==> src/rtl/data_bridge_if.sv <==
// data_bridge_if: the core-side data-memory bus and the RAM-side bus that
// data_bridge sits between.
//   data_*  : core read port (raddr/re/rdata) and write port
//             (waddr/wdata/wstrb/we)
//   ram_*   : the same signals forwarded to the data RAM, plus the RAM's
//             synchronous read data
// modport slave  : the bridge's view
// modport master : the environment's view (core + RAM)
interface data_bridge_if;
  logic [31:0] data_raddr;
  logic        data_re;
  logic [31:0] data_rdata;
  logic [31:0] data_waddr;
  logic [31:0] data_wdata;
  logic [3:0]  data_wstrb;
  logic        data_we;
  logic [31:0] ram_raddr;
  logic        ram_re;
  logic [31:0] ram_rdata;
  logic [31:0] ram_waddr;
  logic [31:0] ram_wdata;
  logic [3:0]  ram_wstrb;
  logic        ram_we;

  modport slave (
    input  data_raddr, data_re, data_waddr, data_wdata, data_wstrb, data_we,
    input  ram_rdata,
    output data_rdata,
    output ram_raddr, ram_re, ram_waddr, ram_wdata, ram_wstrb, ram_we
  );

  modport master (
    output data_raddr, data_re, data_waddr, data_wdata, data_wstrb, data_we,
    output ram_rdata,
    input  data_rdata,
    input  ram_raddr, ram_re, ram_waddr, ram_wdata, ram_wstrb, ram_we
  );
endinterface

==> src/rtl/data_bridge.sv <==
// data_bridge: decodes core data accesses to either the data RAM or a small
// peripheral block (LED, switches, machine timer). Reads have a fixed one-cycle
// latency for both targets.
// Ports:
//   clk, rst_n : clock, asynchronous active-low reset
//   bus        : data_bridge_if.slave (core bus in, RAM bus out)
//   sw_in      : asynchronous switch inputs (synchronised internally)
//   led_out    : LED register
//   timer_irq  : registered (mtime >= mtimecmp), level
module data_bridge #(
  parameter logic [31:0] PERIPH_BASE = 32'hBFAF_0000,
  parameter int unsigned TIMER_DIV   = 1,
  parameter int unsigned LED_W       = 16,
  parameter int unsigned SW_W        = 16
) (
  input  logic             clk,
  input  logic             rst_n,
  data_bridge_if.slave     bus,
  input  logic [SW_W-1:0]  sw_in,
  output logic [LED_W-1:0] led_out,
  output logic             timer_irq
);

  localparam logic [15:0] BASE_HI      = PERIPH_BASE[31:16];
  localparam logic [31:0] DIV_LAST     = 32'(TIMER_DIV - 1);
  localparam logic [11:0] OFF_LED      = 12'h000;
  localparam logic [11:0] OFF_SW       = 12'h004;
  localparam logic [11:0] OFF_MTIME_LO = 12'h010;
  localparam logic [11:0] OFF_MTIME_HI = 12'h014;
  localparam logic [11:0] OFF_CMP_LO   = 12'h018;
  localparam logic [11:0] OFF_CMP_HI   = 12'h01C;

  // Byte-lane merge: strobed lanes take new data, others keep old data.
  function automatic logic [31:0] lane_merge(input logic [31:0] old_w,
                                             input logic [31:0] new_w,
                                             input logic [3:0]  strb);
    logic [31:0] res;
    res = old_w;
    for (int i = 0; i < 4; i++) begin
      if (strb[i]) begin
        res[8*i +: 8] = new_w[8*i +: 8];
      end else begin
        res[8*i +: 8] = old_w[8*i +: 8];
      end
    end
    return res;
  endfunction

  logic [LED_W-1:0] led_q, led_d;
  logic [63:0]      mtime_q, mtime_d;
  logic [63:0]      mtimecmp_q, mtimecmp_d;
  logic [31:0]      presc_q, presc_d;
  logic             irq_q, irq_d;
  logic             rd_sel_q, rd_sel_d;
  logic [31:0]      rd_word_q, rd_word_d;
  logic [SW_W-1:0]  sw_meta_q, sw_sync_q;

  logic             rd_periph_s, wr_periph_s, tick_s;
  logic [31:0]      led_ext_s, sw_ext_s, periph_rword_s, led_merge_s;
  logic             unused_bits_s;

  assign rd_periph_s = (bus.data_raddr[31:16] == BASE_HI);
  assign wr_periph_s = (bus.data_waddr[31:16] == BASE_HI);

  assign bus.ram_raddr = bus.data_raddr;
  assign bus.ram_re    = bus.data_re & ~rd_periph_s;
  assign bus.ram_waddr = bus.data_waddr;
  assign bus.ram_wdata = bus.data_wdata;
  assign bus.ram_wstrb = bus.data_wstrb;
  assign bus.ram_we    = bus.data_we & ~wr_periph_s;

  assign led_out   = led_q;
  assign timer_irq = irq_q;

  // Address bits 15:12 are not part of the register decode.
  assign unused_bits_s = ^{bus.data_raddr[15:12], bus.data_waddr[15:12], led_merge_s};

  // Zero-extend the LED register and the synchronised switches to 32 bits.
  always_comb begin
    led_ext_s = 32'h0;
    led_ext_s[LED_W-1:0] = led_q;
    sw_ext_s = 32'h0;
    sw_ext_s[SW_W-1:0] = sw_sync_q;
  end

  // Peripheral read mux on the current (pre-write) register values.
  always_comb begin
    case (bus.data_raddr[11:0])
      OFF_LED:      periph_rword_s = led_ext_s;
      OFF_SW:       periph_rword_s = sw_ext_s;
      OFF_MTIME_LO: periph_rword_s = mtime_q[31:0];
      OFF_MTIME_HI: periph_rword_s = mtime_q[63:32];
      OFF_CMP_LO:   periph_rword_s = mtimecmp_q[31:0];
      OFF_CMP_HI:   periph_rword_s = mtimecmp_q[63:32];
      default:      periph_rword_s = 32'h0;
    endcase
  end

  // Read data: RAM data passes straight through; peripheral data comes from
  // the latch; forced to zero while in reset so an in-flight read returns 0.
  always_comb begin
    if (!rst_n) begin
      bus.data_rdata = 32'h0;
    end else if (rd_sel_q) begin
      bus.data_rdata = rd_word_q;
    end else begin
      bus.data_rdata = bus.ram_rdata;
    end
  end

  // Next-state for timer, LED, compare register and the read latch.
  always_comb begin
    tick_s      = (presc_q == DIV_LAST);
    presc_d     = tick_s ? 32'h0 : presc_q + 32'h1;
    mtime_d     = mtime_q + {63'h0, tick_s};
    mtimecmp_d  = mtimecmp_q;
    led_d       = led_q;
    led_merge_s = lane_merge(led_ext_s, bus.data_wdata, bus.data_wstrb);
    irq_d       = (mtime_q >= mtimecmp_q);
    if (bus.data_we && wr_periph_s) begin
      // An mtime write replaces the increment for the whole 64-bit value.
      case (bus.data_waddr[11:0])
        OFF_LED:      led_d = led_merge_s[LED_W-1:0];
        OFF_MTIME_LO: mtime_d = {mtime_q[63:32],
                                 lane_merge(mtime_q[31:0], bus.data_wdata, bus.data_wstrb)};
        OFF_MTIME_HI: mtime_d = {lane_merge(mtime_q[63:32], bus.data_wdata, bus.data_wstrb),
                                 mtime_q[31:0]};
        OFF_CMP_LO:   mtimecmp_d = {mtimecmp_q[63:32],
                                    lane_merge(mtimecmp_q[31:0], bus.data_wdata, bus.data_wstrb)};
        OFF_CMP_HI:   mtimecmp_d = {lane_merge(mtimecmp_q[63:32], bus.data_wdata, bus.data_wstrb),
                                    mtimecmp_q[31:0]};
        default:      led_d = led_q;
      endcase
    end else begin
      led_d = led_q;
    end
    rd_sel_d  = rd_sel_q;
    rd_word_d = rd_word_q;
    if (bus.data_re) begin
      rd_sel_d = rd_periph_s;
      if (rd_periph_s) begin
        rd_word_d = periph_rword_s;
      end else begin
        rd_word_d = rd_word_q;
      end
    end else begin
      rd_sel_d = rd_sel_q;
    end
  end

  // State registers, including the two-flop switch synchroniser.
  always_ff @(posedge clk or negedge rst_n) begin
    if (!rst_n) begin
      led_q      <= '0;
      mtime_q    <= 64'h0;
      mtimecmp_q <= 64'hFFFF_FFFF_FFFF_FFFF;
      presc_q    <= 32'h0;
      irq_q      <= 1'b0;
      rd_sel_q   <= 1'b0;
      rd_word_q  <= 32'h0;
      sw_meta_q  <= '0;
      sw_sync_q  <= '0;
    end else begin
      led_q      <= led_d;
      mtime_q    <= mtime_d;
      mtimecmp_q <= mtimecmp_d;
      presc_q    <= presc_d;
      irq_q      <= irq_d;
      rd_sel_q   <= rd_sel_d;
      rd_word_q  <= rd_word_d;
      sw_meta_q  <= sw_in;
      sw_sync_q  <= sw_meta_q;
    end
  end

endmodule

==> src/flat_wrapper.sv <==
// flat-port wrapper written by rule: the top's interface ports become plain ports
module data_bridge_flat 
#(
  parameter logic [31:0] PERIPH_BASE = 32'hBFAF_0000,
  parameter int unsigned TIMER_DIV   = 1,
  parameter int unsigned LED_W       = 16,
  parameter int unsigned SW_W        = 16
)
  (clk, rst_n, sw_in, led_out, timer_irq, bus_data_raddr, bus_data_re, bus_data_waddr, bus_data_wdata, bus_data_wstrb, bus_data_we, bus_ram_rdata, bus_data_rdata, bus_ram_raddr, bus_ram_re, bus_ram_waddr, bus_ram_wdata, bus_ram_wstrb, bus_ram_we);
  data_bridge_if bus_i ();
  input  logic clk;
  input  logic rst_n;
  input  logic [SW_W-1:0] sw_in;
  output logic [LED_W-1:0] led_out;
  output logic timer_irq;
  input wire logic [$bits(bus_i.data_raddr)-1:0] bus_data_raddr;
  input wire logic [$bits(bus_i.data_re)-1:0] bus_data_re;
  input wire logic [$bits(bus_i.data_waddr)-1:0] bus_data_waddr;
  input wire logic [$bits(bus_i.data_wdata)-1:0] bus_data_wdata;
  input wire logic [$bits(bus_i.data_wstrb)-1:0] bus_data_wstrb;
  input wire logic [$bits(bus_i.data_we)-1:0] bus_data_we;
  input wire logic [$bits(bus_i.ram_rdata)-1:0] bus_ram_rdata;
  output wire logic [$bits(bus_i.data_rdata)-1:0] bus_data_rdata;
  output wire logic [$bits(bus_i.ram_raddr)-1:0] bus_ram_raddr;
  output wire logic [$bits(bus_i.ram_re)-1:0] bus_ram_re;
  output wire logic [$bits(bus_i.ram_waddr)-1:0] bus_ram_waddr;
  output wire logic [$bits(bus_i.ram_wdata)-1:0] bus_ram_wdata;
  output wire logic [$bits(bus_i.ram_wstrb)-1:0] bus_ram_wstrb;
  output wire logic [$bits(bus_i.ram_we)-1:0] bus_ram_we;
  assign bus_i.data_raddr = bus_data_raddr;
  assign bus_i.data_re = bus_data_re;
  assign bus_i.data_waddr = bus_data_waddr;
  assign bus_i.data_wdata = bus_data_wdata;
  assign bus_i.data_wstrb = bus_data_wstrb;
  assign bus_i.data_we = bus_data_we;
  assign bus_i.ram_rdata = bus_ram_rdata;
  assign bus_data_rdata = bus_i.data_rdata;
  assign bus_ram_raddr = bus_i.ram_raddr;
  assign bus_ram_re = bus_i.ram_re;
  assign bus_ram_waddr = bus_i.ram_waddr;
  assign bus_ram_wdata = bus_i.ram_wdata;
  assign bus_ram_wstrb = bus_i.ram_wstrb;
  assign bus_ram_we = bus_i.ram_we;
  data_bridge #(.PERIPH_BASE(PERIPH_BASE), .TIMER_DIV(TIMER_DIV), .LED_W(LED_W), .SW_W(SW_W)) u_core (.clk(clk), .rst_n(rst_n), .bus(bus_i), .sw_in(sw_in), .led_out(led_out), .timer_irq(timer_irq));
endmodule
==> config.mk <==
export PLATFORM = sky130hd
export DESIGN_NAME = data_bridge_flat
export DESIGN_NICKNAME = d
export VERILOG_FILES = /design/src/rtl/data_bridge_if.sv /design/src/rtl/data_bridge.sv /design/src/flat_wrapper.sv
export SDC_FILE = /design/constraint.sdc
export NUM_CORES = 1
export LEC_CHECK = 0
export CORE_MARGIN = 1.5
export CORE_UTILIZATION = 45
export CTS_CLUSTER_SIZE = 10
export DETAILED_ROUTE_END_ITERATION = 6
export PLACE_DENSITY = 0.72
export SYNTH_ARGS = -nofsm -noshare
export SYNTH_HDL_FRONTEND = slang
export SYNTH_SLANG_ARGS = --single-unit
==> constraint.sdc <==
create_clock -name clk -period 4.45 [get_ports clk]
set_clock_uncertainty 0.1 [all_clocks]
set_input_delay 0.89 -clock clk [delete_from_list [all_inputs] [get_ports clk]]
set_output_delay 0.89 -clock clk [all_outputs]
set_load 0.02 [all_outputs]
==> out/metrics.cfg, run 1 <==
[clock_network]
clk_pin_slew_worst_paths_ns = 0.06
sink_count_of_the_clock_tree = 242
cts_tree = done
postCtsSetupBuffers = 0
clock_path_buffers = 3
number_of_resized_instances_in_the_post_cts_repair_step = 0
numCtsBuffers = 29
htree_levels = 1
clock_root_buffer = sky130_fd_sc_hd__clkbuf_16
cts_hold_buf = 0
worstSkewPairLatency_ns = 0.56

[logic_synthesis]
synth_top_cells_by_count = 186 x sky130_fd_sc_hd__nand2_1, 178 x sky130_fd_sc_hd__dfrtp_1, 106 x sky130_fd_sc_hd__buf_4, 99 x sky130_fd_sc_hd__o21ai_0, 77 x sky130_fd_sc_hd__inv_1
yosys_top_cell_area_share_pct = 31.1
synth.area.top_cells = sky130_fd_sc_hd__dfrtp_1 31%, sky130_fd_sc_hd__dfstp_2 12%, sky130_fd_sc_hd__ha_1 5.9%
synth.cell_area_um2 = 14300
synth_area_per_cell_um2 = 9.47
synth-edff-count = 0
syn-instance-count = 1512
ys_async_sr_fraction_pct = 100
ys.flop_type = sky130_fd_sc_hd__dfrtp_1
cell_variety_after_synth = 78
ys.warnings.count = 0
synth.net_count = 1732
synth_most_common_cell = sky130_fd_sc_hd__nand2_1
synth_largest_area_cell = sky130_fd_sc_hd__dfrtp_1
sequential_share_of_the_synthesized_area_pct = 42.8
yosys_register_bits = 242

[placed_design]
post-place-ws_ns = 0.443
port_buffers = 286
dp_hpwl_um = 31700
placed_insts = 2075
gp_routability_congestion = 0.954

[sta]
max_freq_ghz = 0.250
slew_headroom_pct = 26.7
pins_over_their_slew_limit = 0
setup_tns_ns = 0
fin_crit_sh_pct = 89.7
setup_ws_ns = 0.457
rsz0062_at_grt = no
tightestPinTransition_ns = 1.09
report.final.setup_viol = 0
final_period_minus_worst_setup_slack_ns = 3.99
timing.final.hold_violations = 0

[drt]
avgViaCountPerCell = 5.85
routed_wire_per_std_cell_um = 19.6
drt-total-wl_um = 41800
route.antenna.remaining_nets = 0
detail_route.first_pass.iterations = 7
drt_iter0_drc = 1240
routed-via-count = 12500
drc_errors = 9

[cells_and_area]
post_layout_nonfiller_instances = 2130
areaGrowthSynthToFinish_pct = 24.5
proportion_of_layout_cells_with_a_drive_suffix_above_1_pct = 11.1
nNetsFinal = 1924

[critical_path]
timing.critical_path.required_ns = 3.46
worst_setup_start_kind = input pin
arrival_ns = 3.00
crit_type = input pin to output pin
critPathCaptureType = output pin
crit_fanout = 8

[grt]
groute.usage.overall_pct = 25.5
global_route.usage.met1_pct = 35.8
overflow = 0
most_crowded_layer_after_global_routing = met2
grt_util_met3_pct = 4.55
grt_pass1_vias = 12400
globalRouteMet2Util_pct = 40.8
grt_antenna_before_repair = 1
grt_max_degree = 75
grt_first_pass_wirelength_um = 67400

[power_and_ir_drop]
p_per_area_nw_per_um2 = 274
p_leak_nw = 7.76
peakVddDrop_uv = 222

[run_status]
violations = DRC
run_status = finished with violations

[flow_run]
cap_viol_max_count = 0

[die]
floorplan.die.height_um = 181
num_io_pins = 303
die_w_um = 181
core.rowCount = 65
effective_utilization_at_floorplan_pct = 45.5
fp.dieArea_um2 = 32900
coreArea_um2 = 31500

[worst_hold_path]
min_path_type = input pin to async pin

-- metal layers --
layer,vias up,wire length [um]
met5,-,0
met4,0,934
met3,78,3260
met2,516,19300
met1,6069,18400
li1,5806,-
-- report_power, final --
group | total [mW] | leakage [nW] | internal, mW | switching, mW
logic | 0.462 | 4.35 | 0.231 | 0.231
registers | 2.22 | 3.00 | 2.22 | 0.00431
clock network | 2.21 | 0.411 | 1.29 | 0.921
-- registers in the layout, indices dropped and copies added (netlist names) --
| name | cells |
|---|---|
| u_core.mtime_q | 64 |
| u_core.sw_sync_q | 16 |
| u_core.led_out | 16 |
| u_core.rd_word_q | 32 |
| u_core.presc_q | 32 |
| u_core.mtimecmp_q | 64 |
| u_core.rd_sel_q | 1 |
| u_core.timer_irq | 1 |
| u_core.sw_meta_q | 16 |
-- worst paths after layout --
check                                      end  slack, ns                start  cells after the start
max in group asynchronous   u_core.mtime_q[24]       2.32                rst_n                      3
hold / removal             u_core.rd_word_q[1]       0.17                rst_n                      1
setup / recovery                    bus_ram_we       0.46   bus_data_waddr[31]                      5
setup reg to reg            u_core.mtime_q[37]       0.63    u_core.presc_q[0]                     11
min in group clk           u_core.sw_sync_q[4]       0.24  u_core.sw_meta_q[4]                      0
hold reg to reg            u_core.sw_sync_q[4]       0.24  u_core.sw_meta_q[4]                      0
-- final cells by class --
class | count | area [um^2]
multi-input combinational | 1030 | 6840
timing repair buffer | 324 | 3190
inverter | 77 | 289
sequential | 242 | 6140
fill | 2789 | 13600
antenna | 1 | 2.50
clock inverter | 4 | 51.3
tap | 402 | 503
clock buffer | 50 | 815
-- cells in the final DEF (no fill, tap or decap), types with 16 or more instances in the layout --
cell type	n
sky130_fd_sc_hd__clkdlybuf4s50_1	285
sky130_fd_sc_hd__nand2_1	186
sky130_fd_sc_hd__dfrtp_1	177
sky130_fd_sc_hd__o21ai_0	99
sky130_fd_sc_hd__inv_1	77
sky130_fd_sc_hd__ha_1	68
sky130_fd_sc_hd__dfstp_2	64
sky130_fd_sc_hd__nor2_1	63
sky130_fd_sc_hd__a21oi_1	56
sky130_fd_sc_hd__nand3_1	50
sky130_fd_sc_hd__nor2b_1	38
sky130_fd_sc_hd__mux2i_1	37
sky130_fd_sc_hd__nand4_1	35
sky130_fd_sc_hd__buf_4	35
sky130_fd_sc_hd__clkbuf_16	29
sky130_fd_sc_hd__a21o_1	27
sky130_fd_sc_hd__xnor2_1	26
sky130_fd_sc_hd__o211ai_1	26
sky130_fd_sc_hd__a211oi_1	25
sky130_fd_sc_hd__nor3_1	24
sky130_fd_sc_hd__nor4_1	20
sky130_fd_sc_hd__and3_1	20
sky130_fd_sc_hd__clkbuf_1	20
sky130_fd_sc_hd__a22oi_1	19
sky130_fd_sc_hd__mux2_2	16
sky130_fd_sc_hd__a222oi_1	16
-- through the flow --
| step | utilization, % | power (mW) | instance area, um^2 | hold slack [ns] |
|---|---|---|---|---|
| after floorplan | - | 2.45 | 14300 | 0.231 |
| after global placement | 53.9 | 2.72 | 17000 | 0.233 |
| after detailed placement | 53.9 | 2.73 | 17000 | 0.235 |
| after CTS | 56.6 | 4.93 | 17800 | 0.190 |
| after global routing | 56.7 | 5.04 | 17800 | 0.201 |
| final | 56.7 | 4.89 | 17800 | 0.171 |
-- cell families (layout without fill, tap and decap cells) --
kind of cell	count (synthesis)	count (layout)	share of synthesized area, %
fa+ha+maj	68	68	5.94
simple gates	526	526	19.5
compound gates	353	353	16.7
buf+inv	240	455	9.39
xor+xnor	30	30	1.83
flops	242	242	42.8
other cells	0	1	0
mux	53	53	3.84
-- critical path, stage by stage --
cell and delay (ns):
sky130_fd_sc_hd__clkdlybuf4s50_1 0.48, sky130_fd_sc_hd__nand4_1 0.21, sky130_fd_sc_hd__or4_1 0.65, sky130_fd_sc_hd__and2_1 0.24
sky130_fd_sc_hd__clkdlybuf4s50_1 0.53
Note: power is estimated with default switching activity, not from simulation.
==> run 2: changes to the inputs <==
- SLEW_MARGIN: default -> 30
==> run 2 against run 1 <==
Compared with the run above: the run now ends clean; flip-flop and latch count unchanged; maximum frequency decreased by 0.19%; final cell count about the same; routed wire length increased by 0.31%; register-to-register slack about the same; worst hold slack improved by 0.0050 ns; sequential power about the same; largest cell class unchanged; highest routed layer unchanged.
==> out/metrics.cfg, run 2 (synthesis results as in run 1) <==
[critical_path]
crit_path_max_incr_delay_ns = 0.65
timing.critical_path.max_delay_family = simple AND/OR/NAND/NOR gates
critPathCaptureType = output pin
worst_setup_start_kind = input pin
cp_num_buf_inv = 2
crit_fanout = 8
critical-path-slowest-cell = sky130_fd_sc_hd__or4_1
arrival_ns = 3.01
cp_common_cell = sky130_fd_sc_hd__clkdlybuf4s50_1
timing.critical_path.required_ns = 3.46
crit_type = input pin to output pin
cp_cell_sequence = clkdlybuf4s50_1 > nand4_1 > or4_1 > and2_1 > clkdlybuf4s50_1

[flow_run]
cap_viol_max_count = 0

[cells_and_area]
final_cell_area_um2 = 17800
mostFrequentLayoutCells = 285 x sky130_fd_sc_hd__clkdlybuf4s50_1, 186 x sky130_fd_sc_hd__nand2_1, 177 x sky130_fd_sc_hd__dfrtp_1
proportion_of_layout_cells_with_a_drive_suffix_above_1_pct = 11.2
post_layout_nonfiller_instances = 2128
reg_top3 = u_core.mtime_q x64, u_core.mtimecmp_q x64
final_common_cell = sky130_fd_sc_hd__clkdlybuf4s50_1
areaGrowthSynthToFinish_pct = 24.4
antenna-diode-count = 0
fin_util_pct = 56.6
layout.filler_cells = 2775
nNetsFinal = 1924

[placed_design]
gp_routability_congestion = 0.954
port_buffers = 286
placed_insts = 2075
placement.cell_area_um2 = 17000
dp_hpwl_um = 31800

[die]
num_io_pins = 303
floorplan.die.height_um = 181
coreArea_um2 = 31500
die_w_um = 181
core.rowCount = 65
fp.dieArea_um2 = 32900
effective_utilization_at_floorplan_pct = 45.5

[sta]
setup_tns_ns = 0
max_freq_ghz = 0.250
timing.final.hold_violations = 0
report.final.setup_viol = 0
fin_crit_sh_pct = 89.9
final_period_minus_worst_setup_slack_ns = 4.00
pins_over_their_slew_limit = 0
slew_headroom_pct = 38.8
rsz0062_at_grt = no
tightestPinTransition_ns = 0.918

[clock_network]
postCtsSetupBuffers = 0
clock_root_buffer = sky130_fd_sc_hd__clkbuf_16
htree_levels = 1
sink_count_of_the_clock_tree = 242
numCtsBuffers = 29
clock_path_buffers = 3
worstSkewPairLatency_ns = 0.54
number_of_resized_instances_in_the_post_cts_repair_step = 0
cts_tree = done
clk_pin_slew_worst_paths_ns = 0.06
cts_hold_buf = 0

[power_and_ir_drop]
peakVddDrop_uv = 225
p_sw_mw = 1.13
finalPower_mw = 4.85
pwr-share-seq_pct = 45.8
swShare_pct = 23.3
combinationalPowerShare_pct = 9.5
internal_power_mw = 3.73
p_per_area_nw_per_um2 = 272
clock_power_share_pct = 44.7
p_leak_nw = 7.76

[drt]
avgViaCountPerCell = 5.90
detail_route.first_pass.iterations = 6
route.antenna.remaining_nets = 0
routed_wire_per_std_cell_um = 19.7
routed-via-count = 12500
drc_errors = 0
drt_iter0_drc = 1172
drt-total-wl_um = 42000

[grt]
grt_pass1_vias = 12400
grt_max_degree = 75
grt_first_pass_wirelength_um = 67800
overflow = 0
grt_antenna_before_repair = 1
groute.usage.overall_pct = 25.6

[run_status]
run_status = complete, no violations

[worst_hold_path]
min_path_type = input pin to async pin

==> run 2: changes by cell type in the layout (fill, tap and decap cells not counted), sizes merged <==
| cell | change |
|---|---|
| clkbuf | +2 |
| bufinv | -1 |
| clkinvlp | -1 |
| diode | -1 |
| inv | -1 |
==> run 2: power by group through the flow <==
| stage | combinational (mW) | clock [mW] | sequential [mW] |
|---|---|---|---|
| after floorplan | 0.194 | 0 | 2.26 |
| after global placement | 0.461 | 0 | 2.26 |
| after detailed placement | 0.465 | 0 | 2.26 |
| after CTS | 0.467 | 2.22 | 2.22 |
| after global routing | 0.492 | 2.30 | 2.22 |
| final | 0.462 | 2.17 | 2.22 |
==> run 2: through the flow <==
stage          setup WS, ns  hold slack (ns)
2_1_floorplan          1.02            0.231
3_3_place_gp          0.454            0.233
3_5_place_dp          0.431            0.235
4_1_cts               0.445            0.184
5_1_grt               0.254            0.202
6_report              0.450            0.176
==> run 2: area by class of cell <==
cell class | count | area [um^2] | share of cell area, %
Timing Repair Buffer | 324 | 3190 | 17.9
Multi-Input combinational cell | 1030 | 6850 | 38.4
Tap cell | 402 | 503 | 2.82
Inverter | 77 | 289 | 1.62
Clock buffer | 52 | 852 | 4.78
Sequential cell | 242 | 6140 | 34.4
Clock inverter | 1 | 5.00 | 0.0281
==> run 2: metal layers <==
layer  up-vias  global-route usage [%]  share of wire (%)  wire length [um]
met5         -                       0                  0                 0
met4         0                    6.53                2.0               832
met3        71                    4.09                7.0              2940
met2       522                    41.3                 47             19600
met1      6160                    36.1                 44             18600
li1       5794                       -                  -                 -
==> run 2: worst paths after layout <==
path | start | slack [ns] | depth (start not counted) | endpoint
min reg2reg | u_core.sw_meta_q[9] | 0.24 | 0 | u_core.sw_sync_q[9]
max reg2reg | u_core.presc_q[0] | 0.63 | 13 | u_core.mtime_q[56]
min in group clk | u_core.sw_meta_q[9] | 0.24 | 0 | u_core.sw_sync_q[9]
max in group asynchronous | rst_n | 2.30 | 3 | u_core.mtime_q[29]
min | rst_n | 0.18 | 1 | u_core.rd_word_q[9]
max | bus_data_waddr[31] | 0.45 | 5 | bus_ram_we
==> run 3: changes to the inputs <==
--- a/config.mk
+++ b/config.mk
@@ -6,9 +6,8 @@
 export NUM_CORES = 1
 export LEC_CHECK = 0
-export CORE_MARGIN = 1.5
-export CORE_UTILIZATION = 45
+export CORE_UTILIZATION = 52
 export CTS_CLUSTER_SIZE = 10
 export DETAILED_ROUTE_END_ITERATION = 6
-export PLACE_DENSITY = 0.72
+export PLACE_DENSITY = 0.81
 export SLEW_MARGIN = 30
 export SYNTH_ARGS = -nofsm -noshare
==> constraint.sdc (replaced) <==
create_clock -name clk -period 4.45 [get_ports clk]
set_clock_uncertainty 0.1 [all_clocks]
set_input_delay 0.6675 -clock clk [delete_from_list [all_inputs] [get_ports clk]]
set_output_delay 0.6675 -clock clk [all_outputs]
set_load 0.02 [all_outputs]
==> run 3 against run 2 <==
Compared with the run above: first-iteration DRC count up 13%; flip-flop and latch count unchanged; sequential power hardly changed; final cell count is 3.4% lower; sequential share of layout area rose by 0.38 points; maximum frequency increased by 8.6%; critical path type is now flip-flop to flip-flop; critical endpoint is now u_core.mtime_q[56]; largest power group unchanged.
==> out/metrics.cfg, run 3 (synthesis results as in run 1) <==
[critical_path]
regToRegEndpoint = u_core.mtime_q[56]
worst-r2r-setup-slack_ns = 0.77
crit_fanout = 8
crit-reg2reg-launch = u_core.presc_q[0]
critPathCaptureType = flip-flop
arrival_ns = 4.01
worst_r2r_path_depth = 13
crit_type = flip-flop to flip-flop
startpoint_of_the_most_critical_setup_path = u_core.presc_q[0]
worst_setup_start_kind = flip-flop
timing.critical_path.required_ns = 4.78

[clock_network]
numCtsBuffers = 28
clock_path_buffers = 3
sink_count_of_the_clock_tree = 242
number_of_resized_instances_in_the_post_cts_repair_step = 0
cts_tree = done
clk_pin_slew_worst_paths_ns = 0.06
htree_levels = 1
cts_hold_buf = 0
clock_root_buffer = sky130_fd_sc_hd__clkbuf_16
worstSkewPairLatency_ns = 0.55
postCtsSetupBuffers = 0

[drt]
routed_wire_per_std_cell_um = 19.9
drt-total-wl_um = 41000
drt_iter0_drc = 1323
routed-via-count = 12600
detail_route.first_pass.iterations = 6
drc_errors = 0
avgViaCountPerCell = 6.12
route.antenna.remaining_nets = 0

[run_status]
run_status = complete, no violations

[grt]
grt_max_degree = 101
groute.usage.overall_pct = 28.9
grt_pass1_vias = 12300
overflow = 0
grt_antenna_before_repair = 0
grt_first_pass_wirelength_um = 65100

[die]
core.rowCount = 60
coreArea_um2 = 27000
die_w_um = 168
num_io_pins = 303
effective_utilization_at_floorplan_pct = 53.1
floorplan.die.height_um = 168
fp.dieArea_um2 = 28200

[sta]
max_freq_ghz = 0.271
tightestPinTransition_ns = 0.917
report.final.setup_viol = 0
final_period_minus_worst_setup_slack_ns = 3.68
setup_tns_ns = 0
rsz0062_at_grt = no
timing.final.hold_violations = 0
pins_over_their_slew_limit = 0
fin_crit_sh_pct = 82.8
slew_headroom_pct = 38.4

[power_and_ir_drop]
p_sw_mw = 1.12
combinationalPowerShare_pct = 9.5
peakVddDrop_uv = 253
internal_power_mw = 3.71
p_per_area_nw_per_um2 = 273
swShare_pct = 23.1
p_leak_nw = 7.69
clock_power_share_pct = 44.4
pwr-share-seq_pct = 46.1

[cells_and_area]
final_common_cell = sky130_fd_sc_hd__clkdlybuf4s50_1
proportion_of_layout_cells_with_a_drive_suffix_above_1_pct = 10.5
fin_util_pct = 65.4
areaGrowthSynthToFinish_pct = 23.1
antenna-diode-count = 0
layout.filler_cells = 2155
post_layout_nonfiller_instances = 2056
mostFrequentLayoutCells = 285 x sky130_fd_sc_hd__clkdlybuf4s50_1, 186 x sky130_fd_sc_hd__nand2_1, 177 x sky130_fd_sc_hd__dfrtp_1
reg_top3 = u_core.mtime_q x64, u_core.mtimecmp_q x64
nNetsFinal = 1913

[placed_design]
dp_hpwl_um = 31000
port_buffers = 286
placed_insts = 2004
gp_routability_congestion = 0.953

[flow_run]
cap_viol_max_count = 0

[worst_hold_path]
min_path_type = input pin to async pin

-- run 3: changes by cell type in the layout (fill, tap and decap cells not counted), sizes merged --
| cell | change |
|---|---|
| clkinv | -1 |
| buf | -10 |
-- run 3: worst max-delay path by stage --
stage,endpoint
6_report,u_core.mtime_q[56]
5_1_grt,u_core.mtime_q[56]
4_1_cts,u_core.mtime_q[56]
3_5_place_dp,u_core.mtime_q[56]
3_3_place_gp,u_core.mtime_q[56]
2_1_floorplan,u_core.mtime_q[56]
-- run 3: area by class of cell --
cell class                 count  area, um^2  area share, %
timing repair buffer         314        3090           17.5
tap                          341         427           2.42
clock buffer                  52         842           4.78
sequential                   242        6140           34.8
inverter                      77         289           1.64
multi-input combinational   1030        6840           38.8
-- run 3: critical path, stage by stage, from the launching register on --
cell	delay, ns
sky130_fd_sc_hd__dfrtp_1	0.41
sky130_fd_sc_hd__inv_1	0.09
sky130_fd_sc_hd__ha_1	0.13
sky130_fd_sc_hd__nor4b_1	0.24
sky130_fd_sc_hd__nand4_1	0.13
sky130_fd_sc_hd__nor2_1	0.26
sky130_fd_sc_hd__ha_1	0.25
sky130_fd_sc_hd__ha_1	0.16
sky130_fd_sc_hd__and2_1	0.15
sky130_fd_sc_hd__nand4_1	0.11
sky130_fd_sc_hd__or4_4	0.64
sky130_fd_sc_hd__nor4_4	0.49
sky130_fd_sc_hd__a211oi_1	0.14
sky130_fd_sc_hd__a221o_1	0.27
-- run 3: through the flow --
step / hold WS (ns) / cell area (um^2) / setup WS (ns) / power (mW)
final: 0.0161 / 17600 / 0.766 / 4.82
after detailed placement: 0.236 / 16800 / 0.792 / 2.72
after global placement: 0.233 / 16800 / 0.880 / 2.72
after CTS: 0.0337 / 17600 / 0.786 / 4.85
after global routing: 0.0702 / 17600 / 0.562 / 4.96
after floorplan: 0.231 / 14300 / 1.02 / 2.45
-- run 3: power groups by stage --
stage	clock (mW)	sequential [mW]	combinational, mW
global placement	0	2.26	0.456
finish	2.14	2.22	0.458
floorplan	0	2.26	0.194
global route	2.25	2.22	0.488
CTS	2.17	2.22	0.463
detailed placement	0	2.26	0.461
-- run 3: metal layers --
metal,share of wire [%],global-route usage (%),wire (um),vias up
met5,0,0,0,-
met4,2.9,8.42,1190,0
met3,9.5,5.34,3900,103
met2,47,46.8,19200,655
met1,41,39.5,16700,6065
li1,-,-,-,5764
